`config.mk`:
```
export PLATFORM = sky130hd
export DESIGN_NAME = prio_encoder_rr_flat
export DESIGN_NICKNAME = d
export VERILOG_FILES = /design/src/rtl/prio_encoder_rr_if.sv /design/src/rtl/prio_encoder_rr.sv /design/src/flat_wrapper.sv
export SDC_FILE = /design/constraint.sdc
export NUM_CORES = 1
export LEC_CHECK = 0
export ABC_AREA = 1
export CAP_MARGIN = 10
export CORE_MARGIN = 2
export CORE_UTILIZATION = 50
export CTS_CLUSTER_DIAMETER = 120
export DETAILED_ROUTE_END_ITERATION = 10
export GPL_TIMING_DRIVEN = 0
export PLACE_DENSITY = 0.83
export SYNTH_ARGS = -nofsm -noshare
export SYNTH_HDL_FRONTEND = slang
export SYNTH_SLANG_ARGS = --single-unit
export TNS_END_PERCENT = 20
```
`constraint.sdc`:
```
create_clock -name clk -period 4.6 [get_ports clk]
set_input_delay 1.15 -clock clk [delete_from_list [all_inputs] [get_ports clk]]
set_output_delay 1.15 -clock clk [all_outputs]
set_load 0.01 [all_outputs]
```
`src/rtl/prio_encoder_rr_if.sv`:
```
// Request/result bundle for the registered round-robin priority encoder.
// master drives requests and out_ready; slave returns the held result.
interface prio_encoder_rr_if #(
   parameter int N = 8
);
   localparam int W = $clog2(N);

   logic         enable;
   logic         mode;
   logic [N-1:0] d_in;
   logic         out_ready;
   logic [W-1:0] y_out;
   logic [N-1:0] onehot_out;
   logic         valid_out;
   logic         multi_out;

   modport master (
      output enable, mode, d_in, out_ready,
      input  y_out, onehot_out, valid_out, multi_out
   );

   modport slave (
      input  enable, mode, d_in, out_ready,
      output y_out, onehot_out, valid_out, multi_out
   );
endinterface

```
`src/rtl/prio_encoder_rr.sv`:
```
// Registered N-to-log2(N) priority encoder with fixed or round-robin priority
// and a valid/ready hold register; no combinational input-to-output path.
//
// state | meaning
// IDLE  | no result held, valid_out=0, waiting for enable with a non-zero d_in
// HOLD  | result held stable until out_ready; may recapture on the same cycle
module prio_encoder_rr #(
   parameter int N = 8
) (
   input logic clk,
   input logic rst_n,
   prio_encoder_rr_if.slave bus
);
   localparam int W = $clog2(N);

   typedef enum logic {
      IDLE = 1'b0,
      HOLD = 1'b1
   } state_t;

   state_t       state_q;
   state_t       state_d;

   logic [W-1:0] ptr_q;
   logic [W-1:0] ptr_d;
   logic         mode_q;
   logic [W-1:0] y_q;
   logic [N-1:0] onehot_q;
   logic         multi_q;

   logic         cap;
   logic         accept;
   logic         load;
   logic [W-1:0] ptr_search;
   logic [W-1:0] win;
   logic [W-1:0] idx;
   logic         found;
   logic [W:0]   pop_cnt;
   logic         multi_d;
   logic [N-1:0] win_onehot;

   assign cap    = bus.enable & (|bus.d_in);
   assign accept = (state_q == HOLD) & bus.out_ready;
   assign load   = cap & ((state_q == IDLE) | accept);

   // The served request drops to lowest priority only if it was granted in RR mode.
   always_comb begin
      ptr_d = ptr_q;
      if (accept && mode_q) begin
         ptr_d = y_q - W'(1);
      end
   end

   // New captures on a handshake cycle already see the rotated pointer.
   assign ptr_search = bus.mode ? ptr_d : W'(N - 1);

   always_comb begin
      win   = '0;
      idx   = '0;
      found = 1'b0;
      for (int k = 0; k < N; k++) begin
         idx = ptr_search - W'(k);
         if (!found && bus.d_in[idx]) begin
            win   = idx;
            found = 1'b1;
         end
      end
   end

   always_comb begin
      pop_cnt = '0;
      for (int i = 0; i < N; i++) begin
         pop_cnt = pop_cnt + {{W{1'b0}}, bus.d_in[i]};
      end
   end

   assign multi_d    = (pop_cnt > (W + 1)'(1));
   assign win_onehot = {{(N - 1){1'b0}}, 1'b1} << win;

   // FSM: state register
   always_ff @(posedge clk) begin
      if (!rst_n) begin
         state_q <= IDLE;
      end else begin
         state_q <= state_d;
      end
   end

   // FSM: next-state logic
   always_comb begin
      state_d = state_q;
      case (state_q)
         IDLE: begin
            if (cap) begin
               state_d = HOLD;
            end
         end
         HOLD: begin
            if (bus.out_ready && !cap) begin
               state_d = IDLE;
            end
         end
         default: state_d = IDLE;
      endcase
   end

   // FSM: outputs, all taken from registers
   always_comb begin
      bus.valid_out  = (state_q == HOLD);
      bus.y_out      = y_q;
      bus.onehot_out = onehot_q;
      bus.multi_out  = multi_q;
   end

   always_ff @(posedge clk) begin
      if (!rst_n) begin
         ptr_q    <= W'(N - 1);
         mode_q   <= 1'b0;
         y_q      <= '0;
         onehot_q <= '0;
         multi_q  <= 1'b0;
      end else begin
         ptr_q <= ptr_d;
         if (load) begin
            y_q      <= win;
            onehot_q <= win_onehot;
            multi_q  <= multi_d;
            mode_q   <= bus.mode;
         end
      end
   end
endmodule

```
`src/flat_wrapper.sv`:
```
// flat-port wrapper written by rule: the top's interface ports become plain ports
module prio_encoder_rr_flat 
#(
   parameter int N = 8
)
  (clk, rst_n, bus_enable, bus_mode, bus_d_in, bus_out_ready, bus_y_out, bus_onehot_out, bus_valid_out, bus_multi_out);
  prio_encoder_rr_if #(.N(N)) bus_i ();
  input logic clk;
  input logic rst_n;
  input wire logic [$bits(bus_i.enable)-1:0] bus_enable;
  input wire logic [$bits(bus_i.mode)-1:0] bus_mode;
  input wire logic [$bits(bus_i.d_in)-1:0] bus_d_in;
  input wire logic [$bits(bus_i.out_ready)-1:0] bus_out_ready;
  output wire logic [$bits(bus_i.y_out)-1:0] bus_y_out;
  output wire logic [$bits(bus_i.onehot_out)-1:0] bus_onehot_out;
  output wire logic [$bits(bus_i.valid_out)-1:0] bus_valid_out;
  output wire logic [$bits(bus_i.multi_out)-1:0] bus_multi_out;
  assign bus_i.enable = bus_enable;
  assign bus_i.mode = bus_mode;
  assign bus_i.d_in = bus_d_in;
  assign bus_i.out_ready = bus_out_ready;
  assign bus_y_out = bus_i.y_out;
  assign bus_onehot_out = bus_i.onehot_out;
  assign bus_valid_out = bus_i.valid_out;
  assign bus_multi_out = bus_i.multi_out;
  prio_encoder_rr #(.N(N)) u_core (.clk(clk), .rst_n(rst_n), .bus(bus_i));
endmodule
```
* Word level (Yosys, flattened, before mapping)
Cells that the tools add are included.
** Word-level totals
- Register bits :: 17
- Output and inout bits :: 13
- Bits of input ports :: 13
- Word-level logic and storage cells :: 90
** Cells by class
- Add/sub/neg operators :: 15
- Reductions and logical operators :: 18
- Shift operators :: 1
- $lt $le $gt $ge :: 9
- Mux-type cells :: 36
- Bitwise operators :: 5
** Operators by type and width (count)
- $lt A3 B4 Y1 const B :: 8
- $mux W3 :: 10
- $add A4 B1 Y4 :: 6
- $bmux W1 S3 :: 8
- $mux W1 :: 17
- $sub A3 B3 Y3 const B :: 4
- $logic_and A1 B1 Y1 :: 9
- $logic_not A1 Y1 :: 8
- $reduce_or A8 Y1 :: 1
- $shl A1 B3 Y8 const A :: 1
- $sub A3 B1 Y3 const B :: 2
- $sub A3 B2 Y3 const B :: 2
- $gt A4 B1 Y1 const B :: 1
- $and A1 B1 Y1 :: 3
- $add A1 B1 Y2 :: 1
- $pmux W1 S2 :: 1
- $not A1 Y1 :: 1
- $or A1 B1 Y1 :: 1

* Logic depth before layout (Yosys ltp)
- Word-level depth :: 29
- Depth in mapped cells :: 24
- Gate-level depth less buffers :: 23

* Worst setup path before layout
Ideal clock, no wire load.
- Path type :: input to register
- Start point :: input port bus_d_in[0]
- End point :: register u_core.multi_q, in the netlist u_core.bus.multi_out
- Data required time :: 4473 ps
- Path slack :: 987 ps
- Data arrival time :: 3485 ps
- Setup time :: 127 ps
- Stages on the path :: 9
- Path buffers :: 0
- Cells stage by stage :: inv_1 -> ha_1 -> inv_1 -> fa_1 -> fa_1 -> fa_1 -> fa_1 -> o31ai_1 -> a31oi_1
** On the way
- Word-level cells in the longest chain between the ends :: 8
- Elaborated cells on any way between the ends :: 11
- Those cells by class :: 7 x add/sub; 1 x order compare; 2 x bitwise; 1 x reduce/logical
** RTL lines
- start: declaration :: line flat_wrapper.sv:12 : input wire logic [$bits(bus_i.d_in)-1:0] bus_d_in;
- $add A1 B1 Y2 :: line prio_encoder_rr.sv:73 : pop_cnt = pop_cnt + {{W{1'b0}}, bus.d_in[i]};
- $add A4 B1 Y4 (6 in series) :: line prio_encoder_rr.sv:73
- $gt A4 B1 Y1 :: line prio_encoder_rr.sv:77 : assign multi_d = (pop_cnt > (W + 1)'(1));
- end signal: assignment :: line prio_encoder_rr.sv:127 : multi_q <= multi_d;
- end: declaration :: line prio_encoder_rr.sv:29 : logic multi_q;
Parallel ways exist; a longest one is shown, timed or not.
A chain may end at the register's enable or synchronous reset.

* Final worst setup path
- Start point :: input port bus_out_ready
- End point :: register u_core.onehot_q[2], in the netlist u_core.bus.onehot_out[2]
** On the way
- Word-level cells in the longest chain between the ends :: 29
- Elaborated cells on any way between the ends :: 59
- Those cells by class :: 7 x add/sub; 1 x shift; 33 x mux; 3 x bitwise; 15 x reduce/logical
** RTL lines
- start: declaration :: line flat_wrapper.sv:13 : input wire logic [$bits(bus_i.out_ready)-1:0] bus_out_ready;
- $and A1 B1 Y1 (*) :: line prio_encoder_rr.sv:43 : assign accept = (state_q == HOLD) & bus.out_ready;
- branches (longest 28 deep; another with $sub A3 B1 Y3)
- end signal: assignment :: line prio_encoder_rr.sv:126 : onehot_q <= win_onehot;
- end: declaration :: line prio_encoder_rr.sv:28 : logic [N-1:0] onehot_q;
Mark *: on every way between the ends. The select of a mux whose other input is x is not followed.

==> impl_metrics.env <==
export IMPL_status="finished, final reports clean"
export IMPL_path_cells="clkdlybuf4s50_1 -> nand4_1 -> nand3_4 -> buf_6 -> clkinv_1 -> ha_1 -> xor2_2 -> nand3_1 -> nand2_2 -> nand4_4 -> nor2_2 -> nand2_1 -> nor2_1 -> nor2_2 -> nand4_1 -> inv_1 -> nand2_1 -> a21oi_1"
export IMPL_antenna_found_initial=0
export IMPL_cts_root_buf="clkbuf_8"
export IMPL_power_total_mw=0.434
export IMPL_worstPathRequired_ps=4720
export IMPL_maxSlewViolCount=0
export IMPL_die_area_um2=4620
export IMPL_criticalPathCategory="in2reg"
export IMPL_fmax_mhz=239
export IMPL_grt_max_degree=11
export IMPL_numCtsBuffers=3
export IMPL_die_w_um=68.0
export IMPL_final_layout_size_suffix_gt1_share_pct=12.1
export IMPL_cts_setup_buffers=0
export IMPL_antenna_cells=0
export IMPL_worst_slew_pin_slew_ps=413
export IMPL_synthesis_instances=343
export IMPL_synth_avg_cell_area_um2=5.96
export IMPL_final_setup_tns_ps=0
export IMPL_hold_class="reg2reg"
export IMPL_peakVddDrop_mv=0.206
export IMPL_maxCapViolations=0
export IMPL_finalCriticalPeriod_ps=4190
export IMPL_viasPerCell=5.26
export IMPL_core_um2=3970
export IMPL_rsz0062_at_grt="no"
export IMPL_pin_count=26
export IMPL_first_global_vias=2059
export IMPL_routedWlPerCell_um=11.7
export IMPL_dp_hpwl_um=4040
export IMPL_r2r_slack_ps=1440
export IMPL_drc=0
export IMPL_finClkSkew_ps=3.27
export IMPL_final_period_utilization_pct=91.0
export IMPL_worst_setup_path_start_kind="input pin"
export IMPL_gp_congestion=0.898
export IMPL_worst_ep_arrival_time_ps=4310
export IMPL_grt_pass1_wl_um=8800
export IMPL_slew_headroom_pct=72.4
export IMPL_cts_tree="yes"
export IMPL_insertion_delay_ps=250
export IMPL_critPathSlowestCell="clkdlybuf4s50_1"
export IMPL_ys_ff_latch=17
export IMPL_hold_viol=0
export IMPL_syn_area_um2=2050
export IMPL_max_stage_delay_ps=590
export IMPL_yosysWarnings=0
export IMPL_postRouteAntennaNets=0
export IMPL_clkTransAtPathRegs_ps=60
export IMPL_die_h_um=68.0
export IMPL_start_util_pct=51.5
export IMPL_layout_nets=397
export IMPL_ys_seq_area_share_pct=16.6
export IMPL_crit_buf_inv=4
export IMPL_setup_violations=0
export IMPL_clockBufferDepth=2
export IMPL_first_pass_iters=5
export IMPL_syn_num_nets=367
export IMPL_track_usage_pct=24.4
export IMPL_drt_iter0_drc=205
export IMPL_p_leak_nw=1.23
export IMPL_nFillCells=365
export IMPL_endpoint_kind="register"
export IMPL_cts_htree_levels=1
export IMPL_p_per_area_nw_per_um2=181
export IMPL_ys_types=32
export IMPL_cts_resized=0
export IMPL_dp_slack_ps=169
export IMPL_rows=23
export IMPL_portBuffers=25
export IMPL_areaGrowthSynthToFinish_pct=17.5
export IMPL_cts_sinks=17
export IMPL_postCtsHoldBufs=0
export IMPL_vias=2221
export IMPL_critPathMaxFanout=10
export IMPL_wl_um=4940
export IMPL_grt_overflow=0
export IMPL_path_delay_family="simple AND/OR/NAND/NOR gates"
export IMPL_layout_setup_ws_ps=413
-- tightest hold or removal path, cell delays in order (launching register included) --
cell,delay (ps)
dfxtp_1,310
nand2_1,60
a21oi_1,60
-- area by class of cell --
type | count | area, µm² | share of cell area (%)
Multi-Input combinational cell | 271 | 1460 | 60.9
Sequential cell | 17 | 340 | 14.2
Timing Repair Buffer | 25 | 250 | 10.4
Inverter | 48 | 181 | 7.55
Tap cell | 50 | 62.6 | 2.60
Buffer | 7 | 60.1 | 2.50
Clock buffer | 4 | 45.0 | 1.87
-- state kept, by name, summed over array words and instances, names as in the netlist --
register / count
u_core.bus.onehot_out: 8
u_core.bus.y_out: 3
u_core.ptr_q: 3
u_core.bus.multi_out: 1
u_core.bus.valid_out: 1
u_core.mode_q: 1
-- synthesized netlist by cell type (all sizes together) --
library cell / count / area (µm²)
clkinv: 4 / 16.3
dfxtp: 17 / 340
nand3: 60 / 383
clkbuf: 2 / 7.51
and2: 1 / 6.26
xor2: 1 / 16.3
nand2: 131 / 527
ha: 7 / 87.6
buf: 5 / 52.6
nand4: 12 / 90.1
o31ai: 1 / 7.51
a31oi: 1 / 6.26
fa: 4 / 80.1
a21oi: 11 / 55.1
nor4: 1 / 6.26
o211ai: 1 / 7.51
o21a: 1 / 7.51
inv: 44 / 165
o21ai: 5 / 28.8
nor2: 29 / 119
nor3: 5 / 36.3
-- cell families (layout without fill, tap and decap cells) --
logic type      count (synthesis)  after routing  synth area share, %
compound gates                 20             20                 5.50
simple gates                  239            239                 57.1
fa+ha+maj                      11             11                 8.20
xor+xnor                        1              1                0.795
buf+inv                        55             84                 11.8
flops                          17             17                 16.6
-- final timing paths --
check | from | to | depth (start not counted)
worst min-delay path | u_core.bus.onehot_out[4]$_SDFFE_PN0P_ | u_core.bus.onehot_out[4]$_SDFFE_PN0P_ | 2
worst max register to register | u_core.bus.valid_out$_SDFF_PN0_ | u_core.bus.onehot_out[2]$_SDFFE_PN0P_ | 17
worst max-delay path | bus_out_ready | u_core.bus.onehot_out[2]$_SDFFE_PN0P_ | 18
worst min register to register | u_core.bus.onehot_out[4]$_SDFFE_PN0P_ | u_core.bus.onehot_out[4]$_SDFFE_PN0P_ | 2
-- routing by layer --
metal | vias up | track usage, % | part of all wire (%)
met3 | 9 | 2.30 | 4.0
li1 | 1160 | - | -
met5 | - | 0 | 0
met2 | 69 | 42.2 | 46
met1 | 983 | 31.4 | 48
met4 | 0 | 8.75 | 1.6
-- placed cells by master, fill, tap and decap left out, types with 7 or more instances in the layout --
cell             netlist  layout
dfxtp_1               17      17
clkdlybuf4s50_1        0      25
nand2_1              117     117
a21oi_1               11      11
nand4_1               11      11
nand3_1               48      48
nor2_1                25      25
ha_1                   7       7
nand2_2               14      14
inv_1                 42      42
nand3_2                9       9
-- power breakdown --
group	switching [mW]	internal, mW	total (mW)
clock network	0.0473	0.0615	0.109
logic	0.0997	0.0655	0.165
registers	0.00598	0.154	0.160
-- stage by stage --
stage	hold slack, ps	area (µm²)	cells	util (%)
final	465	2400	422	60.5
after global routing	490	2400	422	60.5
after CTS	467	2400	422	60.5
after detailed placement	457	2360	418	59.4
after global placement	458	2360	418	59.4
after floorplan	490	2050	343	-
No activity file was read; power rests on OpenSTA's default activity.
